<file path="src/rtl/keypad_scanner.sv">
// 4x4 matrix keypad scanner: drives one-cold columns, synchronises rows,
// snapshots each column, then debounces whole-scan results into a held key code.
module keypad_scanner #(
  parameter int SCAN_CYCLES    = 5000,
  parameter int DEBOUNCE_SCANS = 4,
  parameter int CNT_WIDTH      = 13
) (
  input  logic       clk,
  input  logic       reset,
  input  logic [3:0] row_in,
  output logic [3:0] col_out,
  output logic [3:0] keypad_value,
  output logic       key_pressed,
  output logic       key_down
);

  // state     | meaning
  // IDLE      | no key accepted, waiting for a valid single-key scan
  // PRESS_CHK | counting consecutive identical scans of candidate
  // HELD      | key accepted, waiting for an all-released scan
  // REL_CHK   | counting consecutive all-released scans
  typedef enum logic [1:0] {IDLE, PRESS_CHK, HELD, REL_CHK} state_t;

  localparam int SW = $clog2(DEBOUNCE_SCANS + 1);
  localparam logic [SW-1:0]        DEB_MAX   = SW'(DEBOUNCE_SCANS);
  localparam logic [CNT_WIDTH-1:0] DWELL_END = CNT_WIDTH'(SCAN_CYCLES - 1);
  // Nibble at index 4*(row*4+col) is that key's hex code
  localparam logic [63:0] KEYMAP = 64'hDEF0_C987_B654_A321;

  logic [3:0]           row_m_q, row_s_q;
  logic [1:0]           col_q;
  logic [CNT_WIDTH-1:0] dwell_q;
  logic [3:0]           snap_q [4];
  logic                 eval_q;
  logic                 dwell_end;

  state_t      state_q, state_d;
  logic [3:0]  cand_q, cand_d;
  logic [SW-1:0] stable_q, stable_d, stable_inc;
  logic [3:0]  value_q, value_d;
  logic        pressed_q, pressed_d;
  logic        down_q, down_d;

  logic [4:0]  n_zero;
  logic [3:0]  res_code;
  logic        res_valid, res_none;

  assign dwell_end = (dwell_q == DWELL_END);

  always_ff @(posedge clk) begin
    if (!reset) begin
      row_m_q <= 4'hF;
      row_s_q <= 4'hF;
      col_q   <= 2'd0;
      dwell_q <= '0;
      eval_q  <= 1'b0;
      for (int i = 0; i < 4; i++) snap_q[i] <= 4'hF;
    end else begin
      row_m_q <= row_in;
      row_s_q <= row_m_q;
      eval_q  <= dwell_end && (col_q == 2'd3);
      if (dwell_end) begin
        snap_q[col_q] <= row_s_q;
        dwell_q       <= '0;
        col_q         <= col_q + 2'd1;
      end else begin
        dwell_q <= dwell_q + 1'b1;
      end
    end
  end

  always_comb begin
    n_zero   = '0;
    res_code = '0;
    for (int r = 0; r < 4; r++) begin
      for (int c = 0; c < 4; c++) begin
        if (!snap_q[c][r]) begin
          n_zero   = n_zero + 5'd1;
          res_code = KEYMAP[6'(4 * (4 * r + c)) +: 4];
        end
      end
    end
    res_valid = (n_zero == 5'd1);
    res_none  = (n_zero == 5'd0);
  end

  assign stable_inc = stable_q + 1'b1;

  always_comb begin
    state_d   = state_q;
    cand_d    = cand_q;
    stable_d  = stable_q;
    value_d   = value_q;
    pressed_d = 1'b0;
    down_d    = down_q;
    if (eval_q) begin
      case (state_q)
        IDLE: begin
          if (res_valid) begin
            cand_d   = res_code;
            stable_d = SW'(1);
            state_d  = PRESS_CHK;
          end
        end
        PRESS_CHK: begin
          if (!res_valid) begin
            stable_d = '0;
            state_d  = IDLE;
          end else if (res_code == cand_q) begin
            if (stable_inc == DEB_MAX) begin
              value_d   = cand_q;
              pressed_d = 1'b1;
              down_d    = 1'b1;
              stable_d  = '0;
              state_d   = HELD;
            end else begin
              stable_d = stable_inc;
            end
          end else begin
            cand_d   = res_code;
            stable_d = SW'(1);
          end
        end
        HELD: begin
          if (res_none) begin
            stable_d = SW'(1);
            state_d  = REL_CHK;
          end
        end
        REL_CHK: begin
          if (res_none) begin
            if (stable_inc == DEB_MAX) begin
              down_d   = 1'b0;
              stable_d = '0;
              state_d  = IDLE;
            end else begin
              stable_d = stable_inc;
            end
          end else begin
            stable_d = '0;
            state_d  = HELD;
          end
        end
        default: state_d = IDLE;
      endcase
    end
  end

  always_ff @(posedge clk) begin
    if (!reset) begin
      state_q   <= IDLE;
      cand_q    <= '0;
      stable_q  <= '0;
      value_q   <= '0;
      pressed_q <= 1'b0;
      down_q    <= 1'b0;
    end else begin
      state_q   <= state_d;
      cand_q    <= cand_d;
      stable_q  <= stable_d;
      value_q   <= value_d;
      pressed_q <= pressed_d;
      down_q    <= down_d;
    end
  end

  assign col_out      = ~(4'b0001 << col_q);
  assign keypad_value = value_q;
  assign key_pressed  = pressed_q;
  assign key_down     = down_q;

endmodule

</file>
<file path="config.mk">
export PLATFORM = sky130hd
export DESIGN_NAME = keypad_scanner
export DESIGN_NICKNAME = d
export VERILOG_FILES = /design/src/rtl/keypad_scanner.sv
export SDC_FILE = /design/constraint.sdc
export NUM_CORES = 1
export LEC_CHECK = 0
export BUFFER_PORTS_ARGS = -buffer_cell sky130_fd_sc_hd__buf_4
export CAP_MARGIN = 20
export CORE_MARGIN = 2
export CORE_UTILIZATION = 45
export DETAILED_ROUTE_END_ITERATION = 10
export GPL_ROUTABILITY_DRIVEN = 0
export GPL_TIMING_DRIVEN = 1
export MAX_ROUTING_LAYER = met4
export RECOVER_POWER = 50
export SETUP_SLACK_MARGIN = 0.4
export SYNTH_ARGS = -nofsm -noshare
export SYNTH_HDL_FRONTEND = slang
export SYNTH_SLANG_ARGS = --single-unit
</file>
<file path="constraint.sdc">
create_clock -name clk -period 10.34 [get_ports clk]
set_clock_uncertainty 0.15 [all_clocks]
set_input_delay 1.034 -clock clk [delete_from_list [all_inputs] [get_ports clk]]
set_output_delay 1.034 -clock clk [all_outputs]
set_load 0.005 [all_outputs]
</file>
==> results of run 1 <==
[metrics by stage]
stage	power [mW]	TNS, ns	util, %	setup WS (ns)	instance area [sq um]
6_report	0.390	0	53.6	0.672	4960
5_1_grt	0.406	0	53.6	0.148	4960
4_1_cts	0.390	0	51.0	0.408	4710
3_5_place_dp	0.266	-0.281	48.7	-0.103	4500
3_3_place_gp	0.266	0	48.7	0.244	4500
2_1_floorplan	0.258	0	-	0.707	4280
[cells in the final DEF (no fill, tap or decap), types with 6 or more instances in the layout]
cell and count:
a21oi_1 8, dfxtp_1 39, nand3_1 14, ha_4 6
inv_1 22, nor2b_1 14, o21ai_1 10, xor2_1 20
nand2b_1 13, xnor2_2 11, ha_1 16, o31ai_1 6
nand2_1 53, buf_4 26, edfxtp_1 16, clkbuf_4 8
xnor2_1 21, o21ai_0 8, nor2_1 43, mux2i_1 10
[state kept, by name, indices dropped and copies added (netlist names)]
register      cells
snap_q           16
dwell_q          13
cand_q            4
keypad_value      4
row_m_q           4
row_s_q           4
stable_q          3
col_q             2
state_q           2
eval_q            1
key_down          1
key_pressed       1
[power breakdown]
part / total [mW] / switching, mW / internal (mW) / leakage (nW)
logic: 0.0428 / 0.0239 / 0.0190 / 1.47
registers: 0.226 / 0.00241 / 0.224 / 0.431
clock network: 0.121 / 0.0719 / 0.0492 / 0.0489
total: 0.390 / 0.0982 / 0.292 / 1.95
[cell usage after synthesis, drive strengths merged, types with 2 or more instances]
library cell	count	area share (%)
or3	3	0.56
mux2	2	0.53
nand4b	2	0.41
nand3b	4	0.99
nand3	15	1.8
nor3	8	1.4
inv	25	2.2
a31oi	7	1.0
edfxtp	16	11
o2111ai	4	0.82
nor2b	17	2.5
o21ai	18	2.1
dfxtp	39	18
a2bb2o	2	0.47
nor4b	5	1.0
a211oi	2	0.47
o31ai	7	1.2
o2111a	2	0.53
nand2	57	5.0
a2111oi	2	0.41
or4	2	0.35
o21bai	2	0.35
or2	3	0.44
or3b	2	0.41
nand4	5	0.73
nor4	4	0.58
xor2	22	4.9
nand2b	15	2.2
o211ai	4	0.70
xnor2	33	8.9
o22ai	2	0.29
clkbuf	9	0.79
xnor3	5	2.7
a21oi	8	0.94
ha	24	7.0
and3	4	0.58
nor2	47	4.1
o221a	2	0.53
or4b	2	0.47
buf	9	1.5
mux2i	12	3.2
o32ai	2	0.85
and2	3	0.44
[cell type report]
cell class / count / area (sq um)
repair buffers: 37 / 275
multi-input cells: 378 / 3070
clock inverters: 3 / 22.5
fillers: 894 / 4280
flip-flops and latches: 55 / 1260
clock buffers: 5 / 68.8
inverters: 26 / 97.6
well taps: 129 / 161
[per-layer routing]
metal	vias up	global-route usage [%]
li1	1728	-
met1	1610	23.0
met2	40	29.8
met3	8	2.00
met4	0	3.95
met5	-	-
[how the worst min path moves through the flow]
stage,start,to,slack (ns),depth (start not counted)
detailed placement,row_m_q[2],row_s_q[2],0.24,1
global placement,row_m_q[1],row_s_q[1],0.24,1
CTS,row_m_q[2],row_s_q[2],0.27,1
global route,row_m_q[2],row_s_q[2],0.27,1
finish,row_m_q[2],row_s_q[2],0.26,1
floorplan,row_m_q[0],row_s_q[0],0.24,1
[timing repair]
item                       in CTS  in global routing
buffers inserted                4                 11
resized for setup              18                 31
gates cloned                    0                  1
pin swaps                       6                 18
setup endpoints to repair      15                 15
[logic make-up after synthesis]
logic type                 synth area share (%)
muxes                                      3.71
xor gates and xnor gates                   17.0
adders and majority gates                  7.02
DFF                                        29.5
buffers and inverters                      4.53
and+or+nand+nor                            25.3
AOI/OAI and AO/OA                          12.9
==> qor.csv, run 1 <==
metric;value;unit
crit_type;reg2reg;
numCtsBuffers;5;
diodes;0;
power_leakage;1.95;nW
crit_arrival;9.78;ns
cpLargestDelayFamily;adder cells;
drive_gt1_share;21.8;%
floorplan.initialDensity;46.3;%
ys_warn_count;0;
rsz0062_at_grt;no;
drv_slew;0;
clock_latency;0.31;ns
grt_use_total;17.7;%
tightest_slew;1.21;ns
ys_seq_area_share;29.5;%
row_count;35;
wl_met2;4280;um
end_kind;flip-flop;
cp.buffers_inverters;4;
grt_pass1_wl;14600;um
clockBufferDepth;2;
antenna_found_initial;0;
cp_num_cells;50;
syn_inst;477;
remaining_drc_errors;0;
synthDistinctLibCells;81;
cts_htree_levels;2;
crit_path_end;stable_q[2];
drtAntennaViolNets;0;
worstReg2RegEnd;stable_q[2];
cts.sinks;55;
grt_max_degree;29;
hold_path_class;reg2reg;
slew_headroom;19.1;%
vias;3386;
wirelength;8620;um
place_inst;609;
finalSetupViolCount;0;
ir_drop;0.0969;mV
maxCapViolCount;0;
synthArstFlopShare;0;%
drt_iter0_drc;104;
area_growth;15.8;%
portBuffers;15;
wl_per_cell;13.6;um
hold_ws;0.262;ns
first_global_vias;3189;
wl_met1;4080;um
die_h;102;um
dieArea;0.0103;sq mm
ioPinCount;16;
dr.pass1.iters;4;
synth-edff-count;16;
avgSynthCellArea;8.97;sq um
die_x;102;um
final_nets;533;
required;10.45;ns
dpl.hpwl;6300;um
synth_area;0.00428;sq mm
start_kind;flip-flop;
clk_pin_slew;0.11;ns
startpoint;snap_q[1][0];
final_cells;633;
highest_layer;met4;
clock-root-buffer;clkbuf_8;
synthesis.nets;507;
status;finished, final reports clean;
post-route-period-util;93.5;%
r2r_slack;0.67;ns
reg2regPathDepth;50;
max_stage_delay;0.48;ns
r2r-start;snap_q[1][0];
period_minus_slack;9.67;ns
postCtsHoldBufs;0;
core;0.00924;sq mm
tritoncts;yes;
finalHoldViolCount;0;
power-per-cell-area;78.8;mW/mm^2
route.met3.wl;172;um
fmax;103;MHz
ys.flop_type;dfxtp_1;
worst_path_max_delay_cell;or4b_4;
grt-ovfl-total;0;
viasPerCell;5.35;
ys_ff_latch;55;
critical_path.max_fanout;6;
Note: power is estimated with default switching activity, not from simulation.
==> run 2: changes to the inputs <==
--- a/config.mk
+++ b/config.mk
@@ -7,12 +7,15 @@
 export LEC_CHECK = 0
 export BUFFER_PORTS_ARGS = -buffer_cell sky130_fd_sc_hd__buf_4
 export CAP_MARGIN = 20
+export CELL_PAD_IN_SITES_DETAIL_PLACEMENT = 2
+export CELL_PAD_IN_SITES_GLOBAL_PLACEMENT = 2
 export CORE_MARGIN = 2
-export CORE_UTILIZATION = 45
+export CORE_UTILIZATION = 36
 export DETAILED_ROUTE_END_ITERATION = 10
 export GPL_ROUTABILITY_DRIVEN = 0
 export GPL_TIMING_DRIVEN = 1
 export MAX_ROUTING_LAYER = met4
+export PLACE_DENSITY_LB_ADDON = 0.1
 export RECOVER_POWER = 50
 export SETUP_SLACK_MARGIN = 0.4
 export SYNTH_ARGS = -nofsm -noshare
==> qor.csv, run 2 (synthesis results as in run 1) <==
metric;value;unit;change
cts.sinks;55;;unchanged
clkPwrFrac;37.7;%;was 31.0%
post-route-period-util;92.7;%;was 93.5%
reg2regPathDepth;51;;was 50
final_common_cell;nand2_1;;unchanged
crit_type;reg2reg;;unchanged
final_nets;546;;was 533
critical_path.most_common_cell;ha_4;;
ir_drop;0.115;mV;was 0.0969 mV
worstReg2RegEnd;stable_q[1];;was stable_q[2]
use_met1;22.5;%;was 23.0%
period_minus_slack;9.59;ns;was 9.67 ns
largest_reg_flops;16;;unchanged
diodes;0;;unchanged
grt_pass1_wl;18700;um;was 14600 um
grt-ovfl-total;0;;unchanged
ioPinCount;16;;unchanged
finalHoldViolCount;0;;unchanged
comb_power_share;10.8;%;was 11.0%
hold_path_class;reg2reg;;unchanged
clock_latency;0.29;ns;was 0.31 ns
drv_slew;0;;unchanged
first_global_vias;3782;;was 3189
r2r-start;snap_q[1][0];;unchanged
row_count;39;;was 35
critical_path.max_fanout;5;;was 6
switching_share;23.9;%;was 25.2%
final_cell_mix;53 x nand2_1, 43 x nor2_1, 39 x dfxtp_1;;unchanged
grt_use_total;18.5;%;was 17.7%
drive_gt1_share;25.1;%;was 21.8%
drtAntennaViolNets;0;;unchanged
grt_use_met2;32.7;%;was 29.8%
p_sw;0.105;mW;was 0.0982 mW
clock-root-buffer;clkbuf_16;;was clkbuf_8
antenna_found_initial;0;;unchanged
clockBufferDepth;2;;unchanged
num-fill-cells;1239;;was 894
drt_iter0_drc;160;;was 104
tritoncts;yes;;unchanged
start_kind;flip-flop;;unchanged
dpl.hpwl;8430;um;was 6300 um
p_total;0.440;mW;was 0.390 mW
die_h;113;um;was 102 um
wirelength;11500;um;was 8620 um
status;finished, final reports clean;;unchanged
floorplan.initialDensity;37.2;%;was 46.3%
postCtsHoldBufs;0;;unchanged
required;10.43;ns;was 10.45 ns
seqPwrFrac;51.5;%;was 58.0%
top_usage_layer;met2;;unchanged
max_stage_delay;0.48;ns;about the same
rsz0062_at_grt;no;;unchanged
end_kind;flip-flop;;unchanged
r2r_slack;0.75;ns;was 0.67 ns
holdPathStages;1;;unchanged
clk_pin_slew;0.07;ns;was 0.11 ns
fmax;104;MHz;was 103 MHz
crit_arrival;9.68;ns;was 9.78 ns
grt_max_degree;29;;unchanged
finalSetupViolCount;0;;unchanged
intPower;0.335;mW;was 0.292 mW
numCtsBuffers;5;;unchanged
dieArea;0.0128;sq mm;was 0.0103 sq mm
vias;3549;;was 3386
slew_headroom;12.9;%;was 19.1%
worst_path_max_delay_cell;or4b_4;;unchanged
power-per-cell-area;84.2;mW/mm^2;was 78.8 mW/mm^2
tightest_slew;1.31;ns;was 1.21 ns
remaining_drc_errors;0;;unchanged
portBuffers;15;;unchanged
met3_usage;1.93;%;was 2.00%
power_leakage;2.06;nW;was 1.95 nW
place_inst;624;;was 609
min_from;row_m_q[0];;was row_m_q[2]
min_to;row_s_q[0];;was row_s_q[2]
core;0.0115;sq mm;was 0.00924 sq mm
maxCapViolCount;0;;unchanged
cts_htree_levels;2;;unchanged
wl_per_cell;17.5;um;was 13.6 um
dr.pass1.iters;4;;unchanged
hold_ws;0.260;ns;was 0.262 ns
regMostFlops;snap_q;;unchanged
die_x;113;um;was 102 um
area_growth;22.1;%;was 15.8%
final_cells;660;;was 633
reg_top3;snap_q (16), dwell_q (13);;unchanged
viasPerCell;5.38;;was 5.35
run 2: changes by cell type in the layout (fill, tap and decap cells not counted), sizes merged:
cell      delta
clkbuf       +3
clkinvlp     +1
inv          -2
buf         +11
run 2: metrics by stage:
stage          utilization (%)  cell area, sq um  setup WS [ns]  TNS [ns]
6_report                  45.4              5230          0.752         0
5_1_grt                   45.4              5230          0.185         0
4_1_cts                   42.8              4930          0.399         0
3_5_place_dp              39.4              4540         -0.404     -4.49
3_3_place_gp              39.4              4540          0.103         0
2_1_floorplan                -              4280          0.707         0
run 2: per-layer routing:
| layer | share of wire [%] | wire (um) |
|---|---|---|
| met1 | 47 | 5400 |
| met5 | 0 | 0 |
| met4 | 1.3 | 146 |
| met3 | 1.1 | 126 |
| met2 | 51 | 5860 |
run 2: worst max-delay path, delay by kind of cell (launching register included):
kind                     cells  cell delay (ns)
AO/OA/AOI/OAI               12             1.80
XOR/XNOR                     2             0.32
adder cells (fa/ha/maj)     13             3.42
buffers and inverters        5             0.66
flip-flops                   1             0.44
multiplexers                 2             0.54
AND/OR/NAND/NOR             17             2.19
run 2: how the worst max path moves through the flow:
| stage | from | to | slack, ns | depth (start not counted) |
|---|---|---|---|---|
| floorplan | snap_q[1][0] | stable_q[0] | 0.71 | 50 |
| global placement | snap_q[1][0] | stable_q[2] | 0.10 | 50 |
| detailed placement | snap_q[1][0] | stable_q[1] | -0.40 | 50 |
| CTS | snap_q[1][0] | stable_q[1] | 0.40 | 50 |
| global route | snap_q[1][0] | stable_q[1] | 0.19 | 52 |
| finish | snap_q[1][0] | stable_q[1] | 0.75 | 51 |
run 2: final cells by class:
type	instances	area, sq um	share of cell area (%)
repair buffers	50	404	7.73
inverters	26	97.6	1.87
clock buffers	6	129	2.47
clock inverters	2	12.5	0.239
multi-input cells	378	3140	60.1
well taps	143	179	3.42
flip-flops and latches	55	1260	24.1
run 2: repair_timing:
| item | CTS | global route |
|---|---|---|
| pin swaps | 12 | 18 |
| buffers inserted | 14 | 13 |
| resized for setup | 28 | 36 |
| endpoints found under the setup margin | 15 | 15 |
| gates cloned | 1 | 0 |
run 2: power by group through the flow:
stage          sequential (mW)  combinational (mW)  clock, mW
3_5_place_dp             0.231              0.0371          0
5_1_grt                  0.227              0.0526      0.181
2_1_floorplan            0.230              0.0279          0
6_report                 0.227              0.0475      0.166
3_3_place_gp             0.231              0.0358          0
4_1_cts                  0.227              0.0422      0.171
